===== src/rtl/tetris_game_sequencer.sv =====
`default_nettype none
// ============================================================================
// Module   : tetris_game_sequencer
// Purpose  : Game-phase controller for the 4-wide x 8-row Tetris board
//            datapath. It sequences NEWBOARD/GEN/MOVE/LAND/CLEAR/OVER,
//            picks each new piece from a free-running LFSR, paces gravity
//            with a level-dependent drop timer, counts cleared lines and
//            detects game over from the spawn-collision flag.
// Revision : 1.0  initial release
// ----------------------------------------------------------------------------
// Ports
//   clka          in   1   clock, posedge
//   restart_n     in   1   asynchronous active-low reset
//   start_i       in   1   player start (level, sampled)
//   landed_i      in   1   active piece has landed
//   error_i       in   1   spawn collision
//   board_i       in  32   board, row r = bits [4r+3:4r]
//   state_o       out  3   phase: 0 GEN 1 MOVE 2 LAND 3 CLEAR 4 NEWBOARD 5 OVER
//   curr_piece_o  out  2   piece to spawn
//   drop_tick_o   out  1   one-cycle gravity pulse
//   game_over_o   out  1   high while in OVER
//   lines_o       out  8   cleared-line total, saturating at 255
//   level_o       out  3   min(lines_o/4, 7)
// ============================================================================
module tetris_game_sequencer #(
  parameter int         DROP_BASE = 16,
  parameter int         DROP_STEP = 2,
  parameter int         DROP_MIN  = 4,
  parameter logic [7:0] LFSR_SEED = 8'hA5
) (
  input  logic        clka,
  input  logic        restart_n,
  input  logic        start_i,
  input  logic        landed_i,
  input  logic        error_i,
  input  logic [31:0] board_i,
  output logic [2:0]  state_o,
  output logic [1:0]  curr_piece_o,
  output logic        drop_tick_o,
  output logic        game_over_o,
  output logic [7:0]  lines_o,
  output logic [2:0]  level_o
);

  // Wide enough for whichever of the base or minimum period is larger.
  localparam int CNT_W = $clog2(DROP_BASE + DROP_MIN + 1);

  typedef enum logic [2:0] {
    ST_GEN      = 3'd0,
    ST_MOVE     = 3'd1,
    ST_LAND     = 3'd2,
    ST_CLEAR    = 3'd3,
    ST_NEWBOARD = 3'd4,
    ST_OVER     = 3'd5
  } state_e;

  state_e             state_q, state_d;
  logic [1:0]         dwell_q, dwell_d;
  logic [CNT_W-1:0]   grav_q, grav_d;
  logic [CNT_W-1:0]   period_q, period_d;
  logic [1:0]         piece_q, piece_d;
  logic [7:0]         lines_q, lines_d;
  logic [2:0]         level_q, level_d;
  logic [7:0]         lfsr_q, lfsr_d;
  logic               game_over_q, game_over_d;

  logic [3:0]         full_rows;
  logic [1:0]         full_capped;
  logic [8:0]         lines_sum;
  logic               grav_wrap;

  // Gravity period for a level, clamped to the minimum.
  function automatic logic [CNT_W-1:0] period_for(input logic [2:0] lvl);
    int p;
    p = DROP_BASE - int'(lvl) * DROP_STEP;
    if (p < DROP_MIN) p = DROP_MIN;
    return CNT_W'(p);
  endfunction

  // Count completely filled rows; at most two are credited per landing.
  always_comb begin
    full_rows = 4'd0;
    for (int r = 0; r < 8; r++) begin
      if (board_i[4*r +: 4] == 4'hF) full_rows = full_rows + 4'd1;
    end
    full_capped = (full_rows >= 4'd2) ? 2'd2 : full_rows[1:0];
    lines_sum   = {1'b0, lines_q} + {7'd0, full_capped};
  end

  assign grav_wrap = (grav_q == (period_q - CNT_W'(1)));

  always_comb begin
    state_d     = state_q;
    dwell_d     = 2'd0;
    grav_d      = '0;
    period_d    = period_q;
    piece_d     = piece_q;
    lines_d     = lines_q;
    level_d     = level_q;
    game_over_d = 1'b0;
    // Fibonacci LFSR, taps 8,6,5,4; runs every cycle so player timing
    // perturbs the piece sequence.
    lfsr_d      = {lfsr_q[6:0], lfsr_q[7] ^ lfsr_q[5] ^ lfsr_q[4] ^ lfsr_q[3]};

    case (state_q)
      ST_NEWBOARD: if (dwell_q == 2'd2 && start_i) state_d = ST_GEN;
      ST_GEN:      if (dwell_q == 2'd1) state_d = error_i ? ST_OVER : ST_MOVE;
      ST_MOVE:     if (landed_i) state_d = ST_LAND;
      ST_LAND: begin
        lines_d = lines_sum[8] ? 8'hFF : lines_sum[7:0];
        state_d = ST_CLEAR;
      end
      ST_CLEAR:    if (dwell_q == 2'd1) state_d = ST_GEN;
      ST_OVER:     if (start_i) state_d = ST_NEWBOARD;
      default:     state_d = ST_NEWBOARD;
    endcase

    // Shared dwell counter: cleared on any state change, saturates at 2.
    if (state_d == state_q &&
        (state_q == ST_NEWBOARD || state_q == ST_GEN || state_q == ST_CLEAR)) begin
      dwell_d = (dwell_q == 2'd2) ? 2'd2 : dwell_q + 2'd1;
    end

    if (state_d == ST_GEN && state_q != ST_GEN) piece_d = lfsr_q[1:0];

    // Period is frozen at MOVE entry so a level-up mid-drop has no effect
    // until the next piece.
    if (state_d == ST_MOVE && state_q != ST_MOVE) period_d = period_for(level_q);

    if (state_d == ST_MOVE && state_q == ST_MOVE) grav_d = grav_wrap ? '0 : grav_q + CNT_W'(1);

    if (state_q == ST_OVER && state_d == ST_NEWBOARD) lines_d = 8'd0;

    level_d     = (lines_d >= 8'd28) ? 3'd7 : lines_d[4:2];
    game_over_d = (state_d == ST_OVER);
  end

  always_ff @(posedge clka or negedge restart_n) begin
    if (!restart_n) begin
      state_q     <= ST_NEWBOARD;
      dwell_q     <= 2'd0;
      grav_q      <= '0;
      period_q    <= period_for(3'd0);
      piece_q     <= 2'd0;
      lines_q     <= 8'd0;
      level_q     <= 3'd0;
      lfsr_q      <= LFSR_SEED;
      game_over_q <= 1'b0;
    end else begin
      state_q     <= state_d;
      dwell_q     <= dwell_d;
      grav_q      <= grav_d;
      period_q    <= period_d;
      piece_q     <= piece_d;
      lines_q     <= lines_d;
      level_q     <= level_d;
      lfsr_q      <= lfsr_d;
      game_over_q <= game_over_d;
    end
  end

  assign state_o      = state_q;
  assign curr_piece_o = piece_q;
  assign game_over_o  = game_over_q;
  assign lines_o      = lines_q;
  assign level_o      = level_q;
  // A landing in the same cycle suppresses the gravity pulse.
  assign drop_tick_o  = (state_q == ST_MOVE) && grav_wrap && !landed_i;

endmodule
`default_nettype wire


===== config.mk =====
export PLATFORM = sky130hd
export DESIGN_NAME = tetris_game_sequencer
export DESIGN_NICKNAME = d
export VERILOG_FILES = /design/src/rtl/tetris_game_sequencer.sv
export SDC_FILE = /design/constraint.sdc
export NUM_CORES = 1
export LEC_CHECK = 0
export CAP_MARGIN = 10
export CELL_PAD_IN_SITES_DETAIL_PLACEMENT = 0
export CELL_PAD_IN_SITES_GLOBAL_PLACEMENT = 2
export CORE_AREA = 2 2 102 94
export CTS_BUF_LIST = sky130_fd_sc_hd__clkbuf_8
export CTS_CLUSTER_DIAMETER = 50
export DETAILED_ROUTE_END_ITERATION = 10
export DIE_AREA = 0 0 104 96
export HOLD_SLACK_MARGIN = 0.06
export PLACE_DENSITY = 0.76
export SLEW_MARGIN = 25
export SYNTH_ARGS = -nofsm -noshare
export SYNTH_HDL_FRONTEND = slang
export SYNTH_SLANG_ARGS = --single-unit

===== constraint.sdc =====
create_clock -name clka -period 1.9 [get_ports clka]
set_input_delay 0.475 -clock clka [delete_from_list [all_inputs] [get_ports clka]]
set_output_delay 0.475 -clock clka [all_outputs]
set_load 0.05 [all_outputs]

======== After elaboration in Yosys (flattened, before gate mapping) ========
Cells that the tools add are included.
Widths: inputs -> output; s select.
operators by class
  add/sub/neg operators ................... 12
  $lt $le $gt $ge ......................... 3
  equality and inequality tests ........... 21
  multiplexer cells ....................... 25
  bitwise logic cells ..................... 3
  reductions and logical operators ........ 14
operators by type and width
  cell                 number
  $eq 4x4->1 const B   8
  $add 4x1->4 const B  7
  $mux 4               7
  $mux 8               3
  $mux 3               7
  $pmux 3 s6           1
  $mux 5               3
  $eq 3x3->1 const B   4
  $add 8x2->9          1
  $ge 8x5->1 const B   1
  $logic_and 1x1->1    8
  $eq 3x1->1 const B   2
  $eq 3x2->1 const B   2
  $logic_not 3->1      2
  $lt 6x4->1 const B   1
  $mux 2               3
  $sub 5x4->6 const A  1
  $add 5x1->5 const B  1
  $eq 5x5->1           1
  $sub 5x1->5 const B  1
  $ge 4x2->1 const B   1
  $eq 3x3->1           1
  $ne 3x1->1 const B   1
  $reduce_bool 3->1    1
  other kinds (7)      10
word-level totals
  bits in registers ....................... 37
  input port bits ......................... 37
  output and inout bits ................... 18
  word-level logic and storage cells ...... 87

======== Logic depth before layout (Yosys ltp) ========
Gate-level depths: netlist of run 1.
  depth after elaboration ................. 24
  depth in mapped cells ................... 31
  mapped depth without buffers ............ 31

======== Least setup slack after synthesis of run 1 ========
OpenSTA, ideal clock, no wires.
  path type ............................... input to register
  start point ............................. in board_i[2]
  end point ............................... reg level_q[2] (netlist: level_o[2])
  library setup time ...................... 127 ps
  data arrival time ....................... 5728 ps
  path slack .............................. -3956 ps
  cell stages on the path ................. 28
  path buffers ............................ 0
  path through ............................ and4_1 > ha_1 > xnor2_1 > ha_1 > nand2_1 > nand2_1 > ha_1 > o2bb2ai_1 > inv_1 > ha_1 > nand2_1 > o21ai_0 > ha_1 > o22ai_1 > inv_1 > ha_1 > nor3_1 > mux2i_1 > nor3b_1 > o22ai_1 > ha_1 > a21oi_1 > nor2b_1 > nand4_1 > mux2i_1 > nor2_1 > or3_1 > or2_2
between the ends
  cells in the longest elaborated chain, start to end .. 24
RTL lines
  what                  RTL line  text
  from (decl)           36        input logic [31:0] board_i,
  $eq 4x4->1 (*)        84        if (board_i[4*r +: 4] == 4'hF) full_rows = full_rows + 4'd1;
  $mux 1 (*)            84
  $add 4x1->4           84
  $mux 4 (*)            84
  $add 4x1->4           84
  $mux 4 (*)            84
  $add 4x1->4           84
  $mux 4 (*)            84
  [... 10 more ...]     n/a
  $add 8x2->9 (*)       87        lines_sum = {1'b0, lines_q} + {7'd0, full_capped};
  $mux 8 (*)            110       lines_d = lines_sum[8] ? 8'hFF : lines_sum[7:0];
  $mux 8 (*)            105       case (state_q)
  $mux 8 (*)            132       if (state_q == ST_OVER && state_d == ST_NEWBOARD) lines_d = 8'd0;
  named net lines_d[7]  62        logic [7:0] lines_q, lines_d;
  $ge 8x5->1 (*)        134       level_d = (lines_d >= 8'd28) ? 3'd7 : lines_d[4:2];
  $mux 3 (*)            134
  named net level_d[2]  63        logic [2:0] level_q, level_d;
  to (signal assigned)  156       level_q <= level_d;
  to (decl)             63
The timed path passes the listed nets; every way through them passes the cells marked *.
A chain may end at the register's enable or synchronous reset.

======== Worst setup path after layout of run 1 ========
  start point ............................. in board_i[15]
  end point ............................... reg level_q[2] (netlist: level_o[2])
between the ends
  cells in the longest elaborated chain, start to end .. 18
RTL lines
  what                  RTL line
  $eq 4x4->1 (*)        84
  $mux 4 (*)            84
  $add 4x1->4           84
  $mux 4 (*)            84
  $add 4x1->4           84
  $mux 4 (*)            84
  $add 4x1->4           84
  $mux 4 (*)            84
  [... 4 more ...]      n/a
  $add 8x2->9 (*)       87
  $mux 8 (*)            110
  $mux 8 (*)            105
  $mux 8 (*)            132
  named net lines_d[5]  62
  $ge 8x5->1 (*)        134
  $mux 3 (*)            134
  named net level_d[2]  63
Marks and branches as above.

==> flow_summary_export.csv, run 1 <==
group,metric,value,unit
critical_path,cp.required,2.07,ns
routing,drcViolationCount,0,
sta,holdWs,0.355,ns
pwr,power_per_cell_area,722,nW/um^2
outcome,violations,"negative setup slack",
placed_design,pre_cts_ws,-4.11,ns
synthesis,async_flop_share,1.00,
synthesis,synthesis.area,2510,um^2
clock_network,clk_path_buf_depth,2,
grt,grt_max_degree,37,
sta,tightest_slew,0.421,ns
placed_design,port_buffers,54,
clock_network,clkSlewWorstSetupHoldPaths,0.07,ns
job,drv_cap,0,
grt,grt_pass1_vias,2479,
routing,drtIter0Drc,41,
routing,top_layer,"met4",
placed_design,globalplace.congestion,0.855,
critical_path,reg2reg_from,"lines_o[0]",
synthesis,netlist_top_cells_area,"dfrtp_1 (30%), ha_1 (7.5%), dfstp_2 (6.3%), xnor2_1 (4.2%), inv_1 (3.1%)",
synthesis,ys_top_cells_by_count,"dfrtp_1 (30), inv_1 (21), nor2_1 (20), ha_1 (15), nand2_1 (15)",
worst_hold_path,hold_class,"reg -> reg",
finish,seqCellArea,908,um^2
clock_network,clock_latency,0.28,ns
critical_path,crit_arrival,5.35,ns
clock_network,cts_tree,"built",
pwr,leakage,0.00205,uW
routing,drt_pass1_iterations,4,
sta,clock.fmax,193,MHz
die,num_rows,33,
grt,grt_use_total,0.134,
synthesis,synth_fp_nets,315,
die,die_w,104,um
sta,finClkSkew,0.00791,ns
die,initial_core_util,0.282,
worst_hold_path,hold_path_depth,0,
synthesis,yosysTopAreaCellShare,0.299,
worst_hold_path,worstHoldStart,"lfsr_q[6]",
finish,multi_input_area,1940,um^2
finish,fillers,847,
finish,antenna_cells,0,
synthesis,avgSynthCellArea,9.60,um^2
clock_network,root_buffer,"clkbuf_8",
critical_path,crit_type,"in -> reg",
routing,vias,2516,
die,die_y,96,um
finish,drive_gt1_frac,0.550,
clock_network,cts_buffers,5,
grt,grt.overflow.total,0,
clock_network,clock-sinks,36,
synthesis,synth_seq_cells,36,
synthesis,synth_edf_count,0,
grt,antenna_found_initial,0,
critical_path,cp_max_fo,4,
clock_network,ctsHoldBuffers,0,
routing,viasPerCell,4.63,
finish,fin_nets,474,
routing,wl_met1,3300,um
finish,syn_to_final_growth,79.7,%
pwr,vdd.ir_drop.worst,0.500,mV
outcome,status,"finished with violations",
finish,postLayoutCoreUtil,0.507,
synthesis,synthFlopType,"dfrtp_1",
routing,wl,6880,um
sta,finalHoldViolations,0,
sta,finalCritPeriodShare,2.73,
sta,slew_viol_final,0,
routing,wl_per_cell,12.6,um
critical_path,ff2ff_path_depth,8,
routing,dr_wl_met2,3290,um
critical_path,timing.rr.end,"level_o[2]",
critical_path,r2r_slack,-0.32,ns
sta,worst_slew_margin_rel,0.717,
synthesis,synth_top_area_cell,"dfrtp_1",
critical_path,cp-start-kind,"input port",
sta,rsz0062_at_grt,"true",
sta,min_period,5.18,ns
grt,grt_pass1_wl,11000,um
synthesis,yosysSeqAreaShare,0.361,
routing,wl_met3,250,um
placed_design,hpwl,5190,um
synthesis,ys_warn_count,0,
synthesis,synth.distinct_cells,57,
die,core,8920,um^2
sta,fin_ws,-3.28,ns
clock_network,htree_levels,2,
routing,ant_nets,0,
worst_hold_path,whs_endpoint,"lfsr_q[7]",
sta,setup_viol,12,
critical_path,endpoint_kind,"flip-flop",
synthesis,syn_inst,262,
die,dieArea,9980,um^2
die,io_pins,55,
synthesis,synth_most_common_cell,"dfrtp_1",
## through the flow
stage | power [uW] | TNS (ns) | instance area (um^2) | cells
after floorplan | 1720 | -32.70 | 2640 | 262
after detailed placement | 2320 | -43.13 | 3940 | 520
after global placement | 2300 | -41.31 | 3940 | 520
final | 3270 | -32.23 | 4520 | 544
after global routing | 3490 | -34.48 | 4520 | 544
after CTS | 3110 | -35.21 | 4230 | 542
## power breakdown
| group | internal, uW | total (uW) | switching [uW] |
|---|---|---|---|
| Combinational | 830 | 1620 | 793 |
| Clock | 388 | 660 | 271 |
| Sequential | 883 | 983 | 99.9 |
| Total | 2100 | 3270 | 1160 |
## metal layers
metal / global-route usage / vias to the layer above
li1: - / 1278
met1: 0.181 / 1194
met2: 0.228 / 40
met3: 0.0257 / 4
met4: 0.0259 / 0
met5: 0 / -
## logic make-up (layout without fill, tap and decap cells)
family / after synthesis / after routing / synth area share
muxes: 10 / 10 / 0.0418
and+or+nand+nor: 99 / 99 / 0.217
buffers and inverters: 27 / 187 / 0.0473
adders and majority gates: 16 / 16 / 0.0826
xor gates and xnor gates: 20 / 20 / 0.0886
DFF: 36 / 36 / 0.361
AOI/OAI and AO/OA: 54 / 54 / 0.162
## registers in the layout, indices dropped and copies added (netlist names)
name / flops
lfsr_q: 8
lines_o: 8
grav_q: 5
period_q: 4
level_o: 3
state_o: 3
curr_piece_o: 2
dwell_q: 2
game_over_o: 1
## cells in the final DEF, fill, tap and decap left out, drive strengths merged, types with 3 or more instances in the layout
cell type,count
a211oi,9
a21oi,10
and3,4
and4,6
buf,130
clkbuf,5
clkdlybuf4s50,22
dfrtp,30
dfstp,6
dlygate4sd2,4
ha,15
inv,21
mux2,4
mux2i,6
nand2,15
nand2b,3
nand3,5
nand4,9
nor2,21
nor2b,7
nor3,12
nor4,5
o211ai,7
o21a,3
o21ai,6
o22ai,4
or2,4
xnor2,12
xor2,5
## how the worst max path moves through the flow
stage            endpoint  cells after the start   startpoint
2_1_floorplan  level_o[0]                     28   board_i[0]
4_1_cts        level_o[0]                     30   board_i[2]
5_1_grt        level_o[2]                     31   board_i[7]
6_report       level_o[2]                     26  board_i[15]
3_5_place_dp   level_o[0]                     30   board_i[6]
3_3_place_gp   level_o[0]                     30   board_i[6]
## area by class of cell
cell class / instances / area share
well taps: 122 / 0.0338
inverters: 21 / 0.0174
multi-input cells: 199 / 0.429
repair buffers: 158 / 0.294
flip-flops and latches: 36 / 0.201
clock inverters: 3 / 0.00941
clock buffers: 5 / 0.0152
## worst max-delay path: stages
cell             delay [ns]
clkdlybuf4s50_1        0.49
and4_4                 0.24
xnor3_2                0.33
inv_1                  0.11
ha_4                   0.22
o2bb2ai_4              0.13
inv_2                  0.06
ha_4                   0.27
nand2_4                0.05
o21ai_4                0.08
ha_4                   0.23
o22ai_4                0.15
inv_2                  0.07
ha_4                   0.30
nor3_4                 0.05
mux2i_4                0.19
mux2i_1                0.10
and2_4                 0.15
ha_4                   0.16
fa_2                   0.38
nand2_4                0.10
or2_4                  0.13
a41oi_2                0.11
o21a_1                 0.15
or3_4                  0.39
or2_4                  0.23
## repair_timing
item,CTS,global route
gates resized for setup,59,62
setup endpoints to repair,15,22
endpoints found under the hold margin,0,0
pin swaps,35,42
setup buffers,15,5
(Power assumes the default switching activity.)
==> run 2: changes to the inputs <==
- GPL_ROUTABILITY_DRIVEN: default -> 0
==> results of run 2 <==
The final DEF is identical to that of run 1; final timing and power are the same.
==> run 3: changes to the inputs <==
- CAP_MARGIN: 10 -> 5
==> results of run 3 <==
The final DEF is identical to that of run 1; final timing and power are the same.
==> RTL change (settings of run 3) <==
The output `game_over_o` loses its register stage (`game_over_q` becomes a continuous assignment).
--- a/src/rtl/tetris_game_sequencer.sv
+++ b/src/rtl/tetris_game_sequencer.sv
@@ -147,3 +147,2 @@
       lfsr_q      <= LFSR_SEED;
-      game_over_q <= 1'b0;
     end else begin
@@ -157,5 +156,6 @@
       lfsr_q      <= lfsr_d;
-      game_over_q <= game_over_d;
     end
   end
+
+  assign game_over_q = game_over_d;
 
Function: changed (a bounded check fails within 4 cycles, from zero or initial values).
==> RTL change against run 3 <==
  * The flow still finishes with violations (setup timing)
  * Setup slack better by 0.0071 ns
  * Non-clock buffer count rose by 6
  * Power increased by 5.3%
  * Maximum frequency is 0.14% higher
  * Sequential cell count is 1 lower
  * Wire length up 6.4%
  * Area after synthesis decreased by 1.0%
  * Clock power shrank 18%
  * Sequential power down 3.4%
  * Hold slack better by 0.0027 ns
  * Final area up 1.1%
  * Cell count increased by 0.92%
==> RTL change: results (changes against run 3) <==
DR iter-0 viols=74 (was 41); fin cells=549 (was 544); sequential fraction of the synthesis area=0.355 (was 0.361); Final setup viols=14 (was 12); Clk power=539 µW (was 660 µW); Total GRT Usage=0.142 (was 0.134); Switch Pwr=1280 µW (was 1160 µW); adder-cell area share of the yosys netlist=0.0834 (was 0.0826); Worst setup EP type=flip-flop (unchanged); compound-cell area share of the yosys netlist=0.163 (was 0.162); Worst Path Max Fanout=3 (was 4); CTS resizes=72 (was 59); top post-synthesis cells by count=dfrtp_1, inv_1, nor2_1 (unchanged); Power Density=753 mW/mm² (was 722 mW/mm²); outcome=finished, violations left (unchanged); mux share of post-synthesis cell area=0.0422 (was 0.0418); first-pass GRT wire length=11,700 µm (was 11,000 µm); Setup WS pre-CTS=-4.05 ns (was -4.11 ns); source of the critical timing path=board_i[14] (was board_i[15]); actual slew at the worst max-slew pin=0.452 ns (was 0.421 ns); largest net degree at the start of global routing=36 (was 37); mean routed wirelength per cell=13.3 µm (was 12.6 µm); Post-Syn Area per Cell=9.54 µm² (was 9.60 µm²); violated checks=setup timing (unchanged); Post-CTS Setup Inserts=25 (was 15); Setup Skew=0.00625 ns (was 0.00791 ns); # placed instances=512 (was 520); Final HPWL DP=5190 µm (about the same); syn_nets=314 (was 315); XOR/XNOR Fraction of Synth Area=0.0894 (was 0.0886); Final TNS setup=-33.28 ns (was -32.23 ns); share of cells above drive strength 1=0.569 (was 0.550); R2R Setup Slk=-0.30 ns (was -0.32 ns); sequential share of power=0.276 (was 0.301); WP data arrival=5.36 ns (was 5.35 ns); nets@finish=479 (was 474); setup ws final=-3.28 ns (about the same); vias in the first global route=2,519 (was 2,479)
## RTL change: metal layers
metal  track usage  share of wire
met1         0.193           0.46
met2         0.244           0.49
met3        0.0271          0.040
met4        0.0203         0.0026
met5             0              0
## RTL change: area by class of cell
class	count	area [µm²]
repair buffers	164	1420
flip-flops and latches	35	883
inverters	21	78.8
well taps	122	153
clock buffers	5	68.8
multi-input cells	199	1950
clock inverters	3	20.0
fillers	856	4350
## RTL change: critical path, cell delays in order
cell             delay [ns]
clkdlybuf4s50_1        0.47
and4_4                 0.24
xnor3_2                0.34
inv_2                  0.08
ha_4                   0.21
o2bb2ai_4              0.12
inv_2                  0.06
ha_4                   0.26
nand2_2                0.06
o21ai_2                0.09
ha_4                   0.24
o22ai_4                0.16
inv_2                  0.07
ha_4                   0.31
nor3_4                 0.05
mux2i_4                0.20
mux2i_1                0.11
and2_4                 0.15
ha_4                   0.16
fa_2                   0.38
nand2_4                0.11
or2_4                  0.14
a21oi_2                0.05
o21a_1                 0.18
or3_4                  0.39
or2_4                  0.23
